File: src/rtl/at86rf215_iq_unpacker.sv
// AT86RF215 raw I/Q word unpacker: sync check, 13->16 bit sign extension and
// packet framing onto an AXI4-Stream master behind a 2-entry skid buffer.
module at86rf215_iq_unpacker #(
  parameter int C_S00_AXIS_TDATA_WIDTH = 32,
  parameter int C_M00_AXIS_TDATA_WIDTH = 32,
  parameter int PKT_LEN_WIDTH          = 16
) (
  input  logic                              aclk,
  input  logic                              aresetn,
  input  logic                              enable,
  input  logic [PKT_LEN_WIDTH-1:0]          packet_len,
  input  logic                              s00_axis_tvalid,
  input  logic [C_S00_AXIS_TDATA_WIDTH-1:0] s00_axis_tdata,
  input  logic                              s00_axis_tlast,
  output logic                              s00_axis_tready,
  output logic                              m00_axis_tvalid,
  output logic [C_M00_AXIS_TDATA_WIDTH-1:0] m00_axis_tdata,
  output logic                              m00_axis_tlast,
  input  logic                              m00_axis_tready,
  output logic                              sync_err,
  output logic [15:0]                       sync_err_count
);

  function automatic logic sync_ok(input logic [C_S00_AXIS_TDATA_WIDTH-1:0] w);
    return (w[31:30] == 2'b10) && (w[15:14] == 2'b01);
  endfunction

  function automatic logic [C_M00_AXIS_TDATA_WIDTH-1:0] unpack(input logic [C_S00_AXIS_TDATA_WIDTH-1:0] w);
    return {{3{w[13]}}, w[13:1], {3{w[29]}}, w[29:17]};
  endfunction

  logic [1:0]                        fill_r;
  logic [1:0]                        fill_next_s;
  logic                              ready_r;
  logic                              head_valid_r;
  logic [C_M00_AXIS_TDATA_WIDTH-1:0] head_data_r;
  logic                              head_last_r;
  logic [C_M00_AXIS_TDATA_WIDTH-1:0] skid_data_r;
  logic                              skid_last_r;
  logic [PKT_LEN_WIDTH-1:0]          cnt_r;
  logic [PKT_LEN_WIDTH-1:0]          len_r;
  logic                              err_r;
  logic [15:0]                       err_cnt_r;

  logic                              accept_s;
  logic                              good_s;
  logic                              push_s;
  logic                              bad_s;
  logic                              pop_s;
  logic [PKT_LEN_WIDTH-1:0]          lim_s;
  logic                              last_s;
  logic [C_M00_AXIS_TDATA_WIDTH-1:0] new_data_s;

  // Word classification, packet limit selection and FIFO occupancy update
  always_comb begin
    accept_s    = s00_axis_tvalid & ready_r;
    good_s      = sync_ok(s00_axis_tdata);
    push_s      = accept_s & enable & good_s;
    bad_s       = accept_s & enable & ~good_s;
    pop_s       = head_valid_r & m00_axis_tready;
    new_data_s  = unpack(s00_axis_tdata);
    if (cnt_r == {PKT_LEN_WIDTH{1'b0}}) begin
      lim_s = (packet_len == {PKT_LEN_WIDTH{1'b0}}) ? {{(PKT_LEN_WIDTH-1){1'b0}}, 1'b1} : packet_len;
    end else begin
      lim_s = len_r;
    end
    last_s      = s00_axis_tlast | (cnt_r == (lim_s - {{(PKT_LEN_WIDTH-1){1'b0}}, 1'b1}));
    fill_next_s = fill_r;
    case ({push_s, pop_s})
      2'b10:   fill_next_s = fill_r + 2'd1;
      2'b01:   fill_next_s = fill_r - 2'd1;
      default: fill_next_s = fill_r;
    endcase
  end

  // Skid buffer: head register drives m00 directly, skid holds the second entry
  always_ff @(posedge aclk or negedge aresetn) begin
    if (!aresetn) begin
      fill_r       <= 2'd0;
      ready_r      <= 1'b0;
      head_valid_r <= 1'b0;
      head_data_r  <= '0;
      head_last_r  <= 1'b0;
      skid_data_r  <= '0;
      skid_last_r  <= 1'b0;
    end else begin
      fill_r  <= fill_next_s;
      ready_r <= (fill_next_s != 2'd2);
      case (fill_r)
        2'd0: begin
          if (push_s) begin
            head_valid_r <= 1'b1;
            head_data_r  <= new_data_s;
            head_last_r  <= last_s;
          end
        end
        2'd1: begin
          if (push_s && pop_s) begin
            head_data_r <= new_data_s;
            head_last_r <= last_s;
          end else if (push_s) begin
            skid_data_r <= new_data_s;
            skid_last_r <= last_s;
          end else if (pop_s) begin
            head_valid_r <= 1'b0;
          end
        end
        2'd2: begin
          if (pop_s) begin
            head_data_r <= skid_data_r;
            head_last_r <= skid_last_r;
          end
        end
        default: begin
          head_valid_r <= 1'b0;
        end
      endcase
    end
  end

  // Packet framing; the length is latched on the first sample of each packet
  always_ff @(posedge aclk or negedge aresetn) begin
    if (!aresetn) begin
      cnt_r <= '0;
      len_r <= '0;
    end else if (!enable || bad_s) begin
      cnt_r <= '0;
    end else if (push_s) begin
      if (cnt_r == {PKT_LEN_WIDTH{1'b0}}) begin
        len_r <= lim_s;
      end
      cnt_r <= last_s ? {PKT_LEN_WIDTH{1'b0}} : cnt_r + {{(PKT_LEN_WIDTH-1){1'b0}}, 1'b1};
    end
  end

  // Sync error pulse and saturating drop counter
  always_ff @(posedge aclk or negedge aresetn) begin
    if (!aresetn) begin
      err_r     <= 1'b0;
      err_cnt_r <= 16'h0000;
    end else begin
      err_r <= bad_s;
      if (bad_s && (err_cnt_r != 16'hFFFF)) begin
        err_cnt_r <= err_cnt_r + 16'h0001;
      end
    end
  end

  assign s00_axis_tready = ready_r;
  assign m00_axis_tvalid = head_valid_r;
  assign m00_axis_tdata  = head_data_r;
  assign m00_axis_tlast  = head_last_r;
  assign sync_err        = err_r;
  assign sync_err_count  = err_cnt_r;

endmodule

File: config.mk
export PLATFORM = sky130hd
export DESIGN_NAME = at86rf215_iq_unpacker
export DESIGN_NICKNAME = d
export VERILOG_FILES = /design/src/rtl/at86rf215_iq_unpacker.sv
export SDC_FILE = /design/constraint.sdc
export NUM_CORES = 1
export LEC_CHECK = 0
export ABC_AREA = 1
export BUFFER_PORTS_ARGS = -buffer_cell sky130_fd_sc_hd__buf_2
export CAP_MARGIN = 40
export CORE_MARGIN = 5
export CORE_UTILIZATION = 56
export CTS_CLUSTER_SIZE = 28
export DETAILED_ROUTE_END_ITERATION = 8
export PLACE_DENSITY = 0.92
export SYNTH_ARGS = -nofsm -noshare
export SYNTH_HDL_FRONTEND = slang
export SYNTH_SLANG_ARGS = --single-unit
File: constraint.sdc
create_clock -name aclk -period 6.08 [get_ports aclk]
set_input_delay 0.912 -clock aclk [delete_from_list [all_inputs] [get_ports aclk]]
set_output_delay 0.912 -clock aclk [all_outputs]
set_load 0.05 [all_outputs]
==> results.txt, run 1 <==
- The die covers 12900 µm².
- Sequential element share of the synthesized area: 0.445
- For this run, the number of standard cells in the final layout without fillers is 1007.
- The area growth from synthesis to layout is 13.8%.
- The final hold violation count is 0.
- Post-synthesis average cell area: 7.77 µm²
- STA classifies the critical path startpoint as a flop.
- Dividing the final minimum period by the clock period gives 0.579.
- The tree built by TritonCTS fans out to 107 sinks.
- Worst-path maximum fanout: 17
* Buffer depth of the longest clock path: 2
* Half-perimeter wire length after detailed placement: 10100 µm
* Net switching fraction of the power: 0.486
- In this design, the stage delay of the slowest critical-path cell is 0.45 ns.
- Worst hold path class: flop to flop
- In this run the core area contains 37 standard-cell rows.
- TritonCTS clock tree: yes
- Status: complete, no violations
- Measured along the x axis, the die boundary spans 114 µm.
- Crit-path slowest cell: sky130_fd_sc_hd__dfrtp_1
- The worst-case IR drop observed on VDD is 0.000345 V.
- Of the total power, registers draw 0.375.
- Number of levels the H-tree was split into: 3
- The critical path goes through inv_1 -> ha_1 -> nand2_2 -> nor2_4 -> nand2_4 -> nand2_1 -> nand2_1 -> inv_1 -> ha_1 -> nand3_1 -> inv_1 -> nand2_1 -> nor2_2 -> nand2_1 -> nand2_1 -> nand2_1 -> nor2_1 -> nand2_1 -> nor2_2 -> nand2_2 -> nand2_4 -> o21ai_0.
- The number of max-slew violations in the final report came to 0.
- After detailed placement, the design holds a cell count of 990.
- TNS Setup: 0 ns
* Leading post-synthesis cells by instance count: sky130_fd_sc_hd__nand2_1 (256), sky130_fd_sc_hd__dfrtp_1 (107), sky130_fd_sc_hd__nor2_1 (76)
* Mapped Nets: 841
* Max-cap check violation count: 0
- Unrepaired setup endpoints after global routing: false
- Fmax: 284 MHz
- In this run the power spent charging and discharging nets is 1.29 mW.
- For this run, the share of the core covered by cells in the final layout is 0.658.
- The initial antenna violation count came to 0.
- After synthesis, the netlist uses 36 different library cells.
- Count of instances resized after the clock tree is built: 0
* Area taken by flip-flops and latches: 2680 µm²
* Mapped Area: 6020 µm²
- 106 I/O pins were placed.
- Among all flip-flop cells after synthesis, the most frequent one is sky130_fd_sc_hd__dfrtp_1.
* Critical path start-end classification: flop to flop
- The die is 114 µm tall.
- Counting the fill cells in the layout gives 883.
* Post-CTS Setup Bufs: 0
- In the final layout, the share of cells above drive strength 1 is 0.201.
- Setup violations remaining at the end of the flow were counted as 0.
- Clock period minus final worst setup slack: 3.52 ns
- Dividing the detail-routed via count by the number of cells gives 5.28.
* Core Box Area: 10400 µm²
* Routed vias: 5321
- Gate Count Post-Synth: 775
- Root cell of the clock tree: sky130_fd_sc_hd__clkbuf_8
* Remaining routing DRC violations: 0
- For the final database, setup skew stands at 0.0252 ns.
- Summing all multi-input logic gate instances after layout gives 2920 µm².
- Wirelength per Cell: 13.8 µm
* Antenna violation net count after detailed routing: 0
- The congestion estimate from routability-driven global placement came to 0.906.
- Clock Latency Late Sink: 0.38 ns
* Top Family by Delay on Critical Path: simple AND/OR/NAND/NOR gates
- By instance count, the cell type seen most on the critical path is sky130_fd_sc_hd__nand2_1.
* Nets: 931
- The worst setup path is captured at a flop.
* Number of buffer and inverter instances along the worst setup path: 3
- Entering global routing, the biggest net connects 66 pins.
- In the post-synthesis netlist, the biggest area contributors are sky130_fd_sc_hd__dfrtp_1 (44%), sky130_fd_sc_hd__nand2_1 (16%), sky130_fd_sc_hd__nor2_1 (4.7%), sky130_fd_sc_hd__nand3_1 (4.2%), sky130_fd_sc_hd__inv_1 (4.1%).
* Overall routed net length: 13900 µm
- Total of flip-flops plus latches after synthesis: 107
- Required time of the critical path: 6.35 ns
* Most numerous cell in the Yosys netlist: sky130_fd_sc_hd__nand2_1
- Detailed-routing iteration count for the pre-antenna-repair pass: 5
- In this run the tightest slew margin relative to its limit is 0.406.
* Wire length of the first global-routing pass: 23700 µm
- After clock tree synthesis, the clock-pin slew on the worst setup and hold paths is 0.13 ns.
- Summed over all instances, the cell type with the most area after synthesis is sky130_fd_sc_hd__dfrtp_1.
- Internal cell power: 1.37 mW
* Initial core utilization: 0.578
- Reported leakage power: 3.48 nW
- Of the total power, combinational logic draws 0.446.
* Number of global-route vias before repair: 5134
- Data arrives at the worst endpoint at 3.79 ns.
* Number of buffers inserted by hold repair at cts: 0
- Power Dens Cells: 389 nW/µm²
- Buffers inserted during clock tree synthesis total 9.
* Slew at the pin with the worst max-slew slack: 0.888 ns
- Initial DRC count: 402
* Synth top area share: 0.445
- In the synthesized netlist the async set-or-reset flop fraction comes to 1.00.
* Buffers added on ports: 103
- Global-route total usage across every layer: 0.222
- The Yosys step of the flow raised 0 warnings.
- Share of power burned in the clock network: 0.179
- Count of flip-flops with a built-in enable after synthesis: 0
- Global routing finished with a remaining overflow of 0.
## worst min-delay path, cell delays in order (launching register included)
cell and delay, ns:
sky130_fd_sc_hd__dfrtp_1 0.37, sky130_fd_sc_hd__nand2_1 0.05, sky130_fd_sc_hd__nand2_1 0.05
## state kept, by name, summed over array words and instances, names as in the netlist, 2 cells and up
| register | count |
|---|---|
| m00_axis_tdata | 26 |
| skid_data_r | 26 |
| cnt_r | 16 |
| len_r | 16 |
| sync_err_count | 16 |
| fill_r | 2 |
## power groups by stage
stage	combinational, mW	sequential, mW	clock (mW)
floorplan	0.547	1.37	0
global placement	1.15	1.00	0
detailed placement	1.19	1.01	0
CTS	1.20	0.995	0.488
global route	1.28	1.02	0.515
finish	1.19	0.998	0.477
## per-layer routing
metal	vias to the layer above	track usage	wire, µm
met5	-	0	0
met1	2527	0.302	6110
met2	136	0.361	6770
met3	17	0.0462	787
met4	0	0.0641	189
li1	2641	-	-
## placed cells by master (no fill, tap or decap), types with 2 or more instances in the layout
master,instances
sky130_fd_sc_hd__a21oi_1,4
sky130_fd_sc_hd__a31oi_1,26
sky130_fd_sc_hd__and2_1,3
sky130_fd_sc_hd__buf_2,102
sky130_fd_sc_hd__buf_4,4
sky130_fd_sc_hd__buf_8,2
sky130_fd_sc_hd__clkbuf_8,9
sky130_fd_sc_hd__clkinv_1,3
sky130_fd_sc_hd__clkinv_8,3
sky130_fd_sc_hd__dfrtp_1,107
sky130_fd_sc_hd__ha_1,12
sky130_fd_sc_hd__inv_1,65
sky130_fd_sc_hd__inv_12,2
sky130_fd_sc_hd__inv_8,2
sky130_fd_sc_hd__mux2_2,10
sky130_fd_sc_hd__nand2_1,256
sky130_fd_sc_hd__nand2_2,10
sky130_fd_sc_hd__nand2_4,5
sky130_fd_sc_hd__nand3_1,50
sky130_fd_sc_hd__nand3b_1,6
sky130_fd_sc_hd__nand4_1,6
sky130_fd_sc_hd__nor2_1,76
sky130_fd_sc_hd__nor2_2,8
sky130_fd_sc_hd__nor2_4,6
sky130_fd_sc_hd__nor3_1,9
sky130_fd_sc_hd__o211ai_1,2
sky130_fd_sc_hd__o21ai_0,29
sky130_fd_sc_hd__o21ai_1,3
sky130_fd_sc_hd__o21ai_2,10
sky130_fd_sc_hd__o21bai_1,2
sky130_fd_sc_hd__o22ai_1,2
sky130_fd_sc_hd__xnor2_1,6
sky130_fd_sc_hd__xor2_1,25
## final timing paths
check	startpoint	end	slack (ns)	cells past startpoint
min in group asynchronous	aresetn	len_r[15]	0.50	1
max in group asynchronous	aresetn	skid_data_r[21]	4.36	2
worst min-delay path	skid_data_r[15]	skid_data_r[15]	0.49	2
worst max register to register	cnt_r[0]	cnt_r[1]	2.56	22
worst min register to register	skid_data_r[15]	skid_data_r[15]	0.49	2
worst max-delay path	cnt_r[0]	cnt_r[1]	2.56	22
## logic make-up after synthesis
kind of cell	synth area share
adders and majority gates	0.0249
DFF	0.445
and+or+nand+nor	0.315
muxes	0.0187
AOI/OAI and AO/OA	0.0813
xor gates and xnor gates	0.0451
buffers and inverters	0.0701
## area by class of cell
| type | count | share of cell area |
|---|---|---|
| tap | 136 | 0.0248 |
| clock inverter | 7 | 0.0152 |
| multi-input combinational | 570 | 0.426 |
| antenna | 1 | 0.000365 |
| sequential | 107 | 0.391 |
| clock buffer | 9 | 0.0181 |
| timing repair buffer | 109 | 0.0873 |
| inverter | 68 | 0.0373 |
## per-stage QoR
stage               power [mW]  hold slack [ns]  instance area [µm²]  worst slack (ns)
floorplan                 1.92            0.447                 6020              3.13
global placement          2.15            0.460                 6560              2.44
detailed placement        2.20            0.465                 6620              2.59
CTS                       2.68            0.496                 6850              2.57
global route              2.82            0.507                 6850              2.19
finish                    2.66            0.495                 6850              2.56
No activity file was read; power rests on OpenSTA's default activity.
==> run 2, diff against run 1 <==
--- a/config.mk
+++ b/config.mk
@@ -5,7 +5,7 @@
 export SDC_FILE = /design/constraint.sdc
 export NUM_CORES = 1
 export LEC_CHECK = 0
-export ABC_AREA = 1
+export ABC_AREA = 0
 export BUFFER_PORTS_ARGS = -buffer_cell sky130_fd_sc_hd__buf_2
 export CAP_MARGIN = 40
 export CORE_MARGIN = 5
==> constraint.sdc (replaced) <==
create_clock -name aclk -period 3.45 [get_ports aclk]
set_input_delay 0.5175 -clock aclk [delete_from_list [all_inputs] [get_ports aclk]]
set_output_delay 0.5175 -clock aclk [all_outputs]
set_load 0.05 [all_outputs]
==> results.txt, run 2 <==
- The worst setup path is of the flop to flop kind.
- Maximum single-stage delay on the critical path: 0.57 ns
- The number of nets in the synthesized netlist is 658.
* Fillers: 691
- Relative to the synthesized area, the layout overhead comes to 25.8%.
* Post-synthesis average cell area: 10.1 µm²
- Worst Clk Skew: 0.0181 ns
- Total CTS buffers: 9
- Design area: 7510 µm²
* Synth top area share: 0.449
- Leading post-synthesis cells by instance count: sky130_fd_sc_hd__dfrtp_1 (107), sky130_fd_sc_hd__nand2_1 (75), sky130_fd_sc_hd__mux2_2 (43)
- Across all setup checks in the final design, the least slack found is -0.472 ns.
* Slew at the pin with the worst max-slew slack: 0.720 ns
- Setup violations remaining at the end of the flow were counted as 18.
* Max-slew violation count: 0
* Multiplexer share of the synthesized area: 0.142
* Status: finished, violations left
* Distinct cell type count after synthesis: 55
* Routed vias: 5578
- Wire length of the first global-routing pass: 28700 µm
- Total number of placement rows: 37
- Dominant combinational cell family by area after synthesis: simple AND/OR/NAND/NOR gates
- Share of power burned in the clock network: 0.156
- Critical Path Start Type: flop
- In this run the cell area of the synthesized design comes to 5970 µm².
* Crit-path slowest cell: sky130_fd_sc_hd__or4b_4
- The tightest min-delay check is of the input port to async pin type.
- Fraction of the mapped netlist area in compound gates: 0.0990
* Sequential element share of the synthesized area: 0.449
- Hold is met by 0.179 ns.
* Critical path, cell by cell: inv_2 -> ha_4 -> nor4b_4 -> nand4_1 -> mux2i_4 -> ha_4 -> inv_2 -> or4_4 -> xnor2_2 -> nand2_2 -> o311ai_4 -> a2111oi_2 -> buf_4 -> or4b_4 -> a41oi_2 -> a31oi_1
- The largest total area in the synthesized netlist belongs to sky130_fd_sc_hd__dfrtp_1.
- Remaining routing DRC violations: 0
- Number of global-route vias before repair: 5867
- Synthesis handed over a netlist of 592 instances.
- Height of the die: 113 µm
- Summed over all cells, the static leakage comes to 3.57 nW.
* Failing checks: setup timing
* Top Family by Delay on Critical Path: simple AND/OR/NAND/NOR gates
- The final hold violation count was 0.
- Internal power comes to 2.48 mW.
* Net switching fraction of the power: 0.485
- Post-placement cell area: 7050 µm²
- The share of total power dissipated in sequential elements is 0.375.
- After clock tree synthesis, the clock-pin slew on the worst setup and hold paths is 0.11 ns.
* Clock Latency Late Sink: 0.38 ns
* Ports: 106
- Count of placed standard cells including taps: 863
* Post-DR vias/cell: 6.26
- Antenna violation net count after detailed routing: 0
* GP Congestion: 0.947
- The floorplan step defined a die boundary enclosing 12800 µm².
- Buffer depth of the longest clock path: 2
* Die width: 113 µm
- In this run, synthesis produced a sequential element count of 107.
- Simple-gate share of the synthesized area: 0.192
* Root cell of the clock tree: sky130_fd_sc_hd__clkbuf_8
- The total area inside the core boundary comes to 10400 µm².
* Share of the core filled with cells: 0.724
- Subtracting the final worst setup slack from the clock period gives 3.92 ns.
- In the global route stage, overall resource usage came out at 0.276.
- TritonCTS built the clock tree.
- In this run the power density over the cells is 642 nW/µm².
- Leading register cell type out of synthesis: sky130_fd_sc_hd__dfrtp_1
* Maximum number of pins on one net before global-route repair: 56
* Buffers added on ports: 103
* Detailed-routing iteration count for the pre-antenna-repair pass: 7
- STA classifies the critical path endpoint as a flop.
* Initial core utilization: 0.576
* Fmax: 255 MHz
* TNS Setup: -7.72 ns
* Nets: 816
* Yosys warns: 0
- Share of post-route cells with drive strength above 1: 0.379
* Sw Pwr: 2.33 mW
* Inserted Diodes: 0
- Number of buffer and inverter instances along the worst setup path: 3
- The share of total power dissipated in combinational logic is 0.469.
* Most numerous cell in the Yosys netlist: sky130_fd_sc_hd__dfrtp_1
- Worst path arrival time: 4.17 ns
- Clock sink count: 107
* Arithmetic-cell share of the synthesized area counting full adders, half adders and majority gates: 0.0252
- Largest vdd supply drop: 0.000842 V
- Total congestion overflow: 0
- In the final routed layout, each cell accounts on average for 19.8 µm.
- Required time of the critical path: 3.70 ns
* Antenna violations before repair: 0
- Of the total synthesized cell area, the portion taken by XOR and XNOR cells is 0.0543.
* Worst-path maximum fanout: 7
- For this block, the initial DRC count from the detailed router was 677.
* Count of flip-flops with a built-in enable after synthesis: 0
- Highest-count cells in the layout ignoring fill and taps: sky130_fd_sc_hd__dfrtp_1 (107), sky130_fd_sc_hd__buf_2 (102), sky130_fd_sc_hd__buf_4 (76)
* Max-cap check violation count: 0
- Excluding fillers, the count of instances in the completed layout stands at 891.
- After legalization and detailed placement, the total HPWL measured 11800 µm.
- Headroom to the max-slew limit: 0.520
- Counting flops with an async set or reset pin after synthesis yields a share of 1.00.
* Top cells by area in the synthesized netlist: sky130_fd_sc_hd__dfrtp_1 (45%), sky130_fd_sc_hd__mux2_2 (8.1%), sky130_fd_sc_hd__mux2i_1 (6.0%), sky130_fd_sc_hd__nand2_1 (4.7%), sky130_fd_sc_hd__xnor2_1 (3.8%)
* Overall routed net length: 17700 µm
- Number of levels the H-tree was split into: 3
- Setup repair after global routing could not meet its margin everywhere.
- Most common cell after layout, fill and taps aside: sky130_fd_sc_hd__dfrtp_1
* Fin crit share: 1.14
-- run 2: logic make-up after synthesis --
| kind of cell | Yosys count |
|---|---|
| mux | 79 |
| simple gates | 220 |
| flops | 107 |
| buf+inv | 50 |
| compound gates | 87 |
| fa+ha+maj | 12 |
| xor+xnor | 37 |
-- run 2: routing by layer --
layer | up-vias | wire (µm) | share of wire | GRT usage
li1 | 2469 | - | - | -
met1 | 2715 | 6460 | 0.37 | 0.328
met2 | 319 | 9070 | 0.51 | 0.488
met3 | 75 | 1430 | 0.081 | 0.0620
met4 | 0 | 704 | 0.040 | 0.105
met5 | - | 0 | 0 | 0
-- run 2: layout make-up --
type | count | area (µm²) | area share
clock inverter | 7 | 61.3 | 0.00817
sequential | 107 | 2680 | 0.357
timing repair buffer | 180 | 1110 | 0.148
tap | 136 | 170 | 0.0227
inverter | 14 | 52.6 | 0.00700
multi-input combinational | 438 | 3310 | 0.441
clock buffer | 9 | 124 | 0.0165
-- run 2: path summary, 6_finish.rpt --
check	endpoint	cells after the start	slack, ns	from
max in group asynchronous	s00_axis_tready	2	2.56	aresetn
min in group aclk	skid_data_r[18]	2	0.37	s00_axis_tdata[3]
min reg2reg	m00_axis_tdata[22]	2	0.49	m00_axis_tdata[22]
max reg2reg	cnt_r[4]	16	-0.47	cnt_r[1]
max	cnt_r[4]	16	-0.47	cnt_r[1]
min	len_r[12]	1	0.18	aresetn
-- run 2: worst reg2reg max path: cells and delay by family, from the launching register on --
kind | cells | cell delay, ns
multiplexers | 1 | 0.25
adder cells (fa/ha/maj) | 2 | 0.29
flip-flops | 1 | 0.42
XOR/XNOR | 1 | 0.16
AO/OA/AOI/OAI | 4 | 0.68
buffers and inverters | 3 | 0.32
AND/OR/NAND/NOR | 5 | 1.70
-- run 2: repair_timing --
action / 4_1_cts / 5_1_grt
gates cloned: 2 / 1
gates resized for setup: 17 / 21
endpoints found under the setup margin: 18 / 18
pin swaps: 13 / 10
setup buffers: 4 / 6
hold buffers: 0 / 0
-- run 2: metrics by stage --
stage	setup WS, ns	power [mW]
detailed placement	-0.608	4.02
floorplan	-0.323	3.41
CTS	-0.426	4.78
finish	-0.472	4.82
global placement	-0.476	3.88
global route	-0.597	5.05
-- run 2: power by group through the flow --
| stage | clock [mW] | sequential [mW] | combinational [mW] |
|---|---|---|---|
| final | 0.750 | 1.81 | 2.26 |
| after global routing | 0.807 | 1.85 | 2.40 |
| after CTS | 0.754 | 1.80 | 2.23 |
| after detailed placement | 0 | 1.81 | 2.21 |
| after global placement | 0 | 1.79 | 2.09 |
| after floorplan | 0 | 2.43 | 0.978 |
==> run 3, diff against run 2 <==
--- a/config.mk
+++ b/config.mk
@@ -8,11 +8,13 @@
 export ABC_AREA = 0
 export BUFFER_PORTS_ARGS = -buffer_cell sky130_fd_sc_hd__buf_2
 export CAP_MARGIN = 40
+export CELL_PAD_IN_SITES_DETAIL_PLACEMENT = 0
+export CELL_PAD_IN_SITES_GLOBAL_PLACEMENT = 1
 export CORE_MARGIN = 5
-export CORE_UTILIZATION = 56
+export CORE_UTILIZATION = 44
 export CTS_CLUSTER_SIZE = 28
 export DETAILED_ROUTE_END_ITERATION = 8
-export PLACE_DENSITY = 0.92
+export PLACE_DENSITY = 0.93
 export SYNTH_ARGS = -nofsm -noshare
 export SYNTH_HDL_FRONTEND = slang
 export SYNTH_SLANG_ARGS = --single-unit
==> results.txt, run 3 (synthesized netlist as in run 2, its figures left out) <==
- Largest vdd supply drop: 0.000584 V
* Inserted Diodes: 0
- In the final layout, flip-flops and latches occupy 2680 µm².
* Share of the core filled with cells: 0.576
* Worst reg2reg path startpoint: cnt_r[1]
* Slew at the pin with the worst max-slew slack: 0.663 ns
- Data on the critical path is required at its endpoint by 3.67 ns.
* Number of global-route vias before repair: 5373
- Fmax: 262 MHz
* Logic gate share of total power: 0.431
- Overall routed net length: 15900 µm
- Headroom to the max-slew limit came out at 0.558.
- The routed design could run at a clock period as short as 3.82 ns.
- In this run the cell area measured after placement is 7080 µm².
- Entering global routing, the biggest net connects 55 pins.
- Cell internal power was estimated by the tool at 2.78 mW.
- Worst Clk Skew: 0.00843 ns
- Worst hold path class: input port to async pin
- Summing all non-filler instances in the final layout gives an area of 7660 µm².
* Post-DR vias/cell: 5.72
- Buffer depth of the longest clock path: 2
* Share of power burned in the clock network: 0.213
- Number of levels the H-tree was split into: 3
- CTS saw 107 sinks.
- Of the total power, the share spent switching nets is 0.450.
- Final hold violations: 0
* Most common cell after layout, fill and taps aside: sky130_fd_sc_hd__dfrtp_1
- Global-route total usage across every layer: 0.197
- Core Box Area: 13300 µm²
- Setup slack on the worst reg-to-reg path comes out at -0.37 ns.
* Die width: 126 µm
- Number of buffers inserted by hold repair at cts: 0
- The multi-input combinational cells in the finished layout cover a total of 3260 µm².
* Height of the die: 126 µm
* Initial core utilization: 0.449
- The die covers 16000 µm².
- Ports: 106
- For the worst setup path, the data arrival time is 4.04 ns.
- In this run the remaining antenna-violating nets after routing total 0.
- The tree is rooted in a sky130_fd_sc_hd__clkbuf_16.
- Total CTS buffers: 9
* Worst path setup slack after routing: -0.367 ns
* Maximum single-stage delay on the critical path: 0.58 ns
- Summing over every cut layer, the via total after detailed routing is 5302.
* Detailed-routing iteration count for the pre-antenna-repair pass: 5
- The layout has 1112 filler cells.
- Wire length of the first global-routing pass: 26100 µm
- Summed over all cells, the static leakage comes to 3.61 nW.
- Sw Pwr: 2.27 mW
- Of the available clock period, the critical path in the final layout requires 1.11.
- STA classifies the critical path startpoint as a flop.
- For this run, design rule violations remaining after detail routing come to 0.
* Wirelength per Cell: 17.1 µm
- The number of max-slew violations in the final report is 0.
* Status: finished, violations left
- Highest-count cells in the layout ignoring fill and taps: sky130_fd_sc_hd__dfrtp_1 (107), sky130_fd_sc_hd__buf_2 (102), sky130_fd_sc_hd__nand2_1 (71), sky130_fd_sc_hd__buf_4 (71), sky130_fd_sc_hd__mux2_2 (42)
- Clock Latency Late Sink: 0.35 ns
* Total number of placement rows: 42
- Post-synthesis to final-layout area growth: 28.4%
- Antenna violations before repair: 0
* Max-cap check violation count: 0
- At the placement stage, the worst setup path has a slack of -0.715 ns.
* Critical path start-end classification: flop to flop
* Unrepaired setup endpoints after global routing: true
* Sort of element at the end of the critical path: flop
- Worst R2R Path Depth: 16
* TritonCTS clock tree: yes
* Share of total power in sequential cells: 0.356
* Clock transition at the register clock pins on the worst setup and hold paths after CTS: 0.07 ns
* Share of post-route cells with drive strength above 1: 0.369
- Nets: 812
- Setup violations remaining at the end of the flow were counted as 18.
- Along the worst path, the maximum fanout reaches 7.
* Initial DRC count: 342
- Critical path, cell by cell: inv_2 -> ha_4 -> nor4b_4 -> nand4_1 -> mux2i_4 -> ha_4 -> inv_2 -> or4_4 -> xnor2_2 -> nand2_1 -> o311ai_2 -> a2111oi_2 -> or4b_4 -> buf_12 -> a31oi_1 -> a31oi_1
- The worst register-to-register path ends at cnt_r[10].
- Total congestion overflow: 0
* Buffers added on ports: 103
* Failing checks: setup timing
- For this design, the slowest cell found on the critical path is sky130_fd_sc_hd__or4b_4.
* Power Dens Cells: 659 nW/µm²
* GP Congestion: 0.902
* Half-perimeter wire length after detailed placement: 11300 µm
run 3: changes by cell type in the layout (fill, tap and decap cells not counted), sizes merged:
cell      before  now
clkinvlp       1    0
bufinv         0    1
inv           16   18
buf          180  179
clkinv         4    2
or4b           4    1
run 3: per-layer routing:
layer | track usage | routed length, µm | vias up
met4 | 0.0549 | 265 | 0
met2 | 0.339 | 8170 | 168
li1 | - | - | 2457
met5 | 0 | 0 | -
met1 | 0.245 | 6480 | 2654
met3 | 0.0517 | 962 | 23
run 3: stage by stage:
| step | power, mW | setup TNS [ns] | hold WS [ns] | std cells |
|---|---|---|---|---|
| after floorplan | 3.41 | -5.23 | 0.222 | 592 |
| after global placement | 3.88 | -8.75 | 0.458 | 902 |
| after detailed placement | 3.97 | -11.42 | 0.465 | 902 |
| after CTS | 5.07 | -7.16 | 0.194 | 926 |
| after global routing | 5.34 | -8.62 | 0.228 | 927 |
| final | 5.05 | -5.57 | 0.191 | 927 |
run 3: worst max-delay path by stage:
| stage | cells past startpoint | slack, ns | to | startpoint |
|---|---|---|---|---|
| 2_1_floorplan | 18 | -0.32 | cnt_r[6] | cnt_r[0] |
| 3_3_place_gp | 15 | -0.56 | m00_axis_tlast | packet_len[5] |
| 3_5_place_dp | 15 | -0.71 | m00_axis_tlast | packet_len[5] |
| 4_1_cts | 17 | -0.43 | cnt_r[5] | cnt_r[1] |
| 5_1_grt | 16 | -0.53 | cnt_r[5] | cnt_r[1] |
| 6_report | 16 | -0.37 | cnt_r[10] | cnt_r[1] |
run 3: critical path: cells and delay by family (launching register included):
kind	cells	cell delay [ns]
multiplexers	1	0.25
flip-flops	1	0.39
AND/OR/NAND/NOR	5	1.61
buffers and inverters	3	0.31
AO/OA/AOI/OAI	4	0.64
XOR/XNOR	1	0.16
adder cells (fa/ha/maj)	2	0.31
run 3: what timing repair did:
action / 4_1_cts / 5_1_grt
pin swaps: 9 / 10
gates cloned: 2 / 0
resized for setup: 24 / 16
setup buffers: 6 / 2
endpoints found under the setup margin: 18 / 18
run 3: power groups by stage:
stage | sequential [mW] | clock [mW] | combinational [mW]
final | 1.80 | 1.08 | 2.18
after global routing | 1.84 | 1.16 | 2.34
after CTS | 1.79 | 1.11 | 2.17
after detailed placement | 1.81 | 0 | 2.16
after global placement | 1.79 | 0 | 2.09
after floorplan | 2.43 | 0 | 0.978
run 3: final cells by class:
class / count / area share
flip-flops and latches: 107 / 0.350
well taps: 176 / 0.0287
inverters: 14 / 0.00686
clock buffers: 9 / 0.0294
multi-input cells: 435 / 0.425
clock inverters: 7 / 0.0116
repair buffers: 179 / 0.149
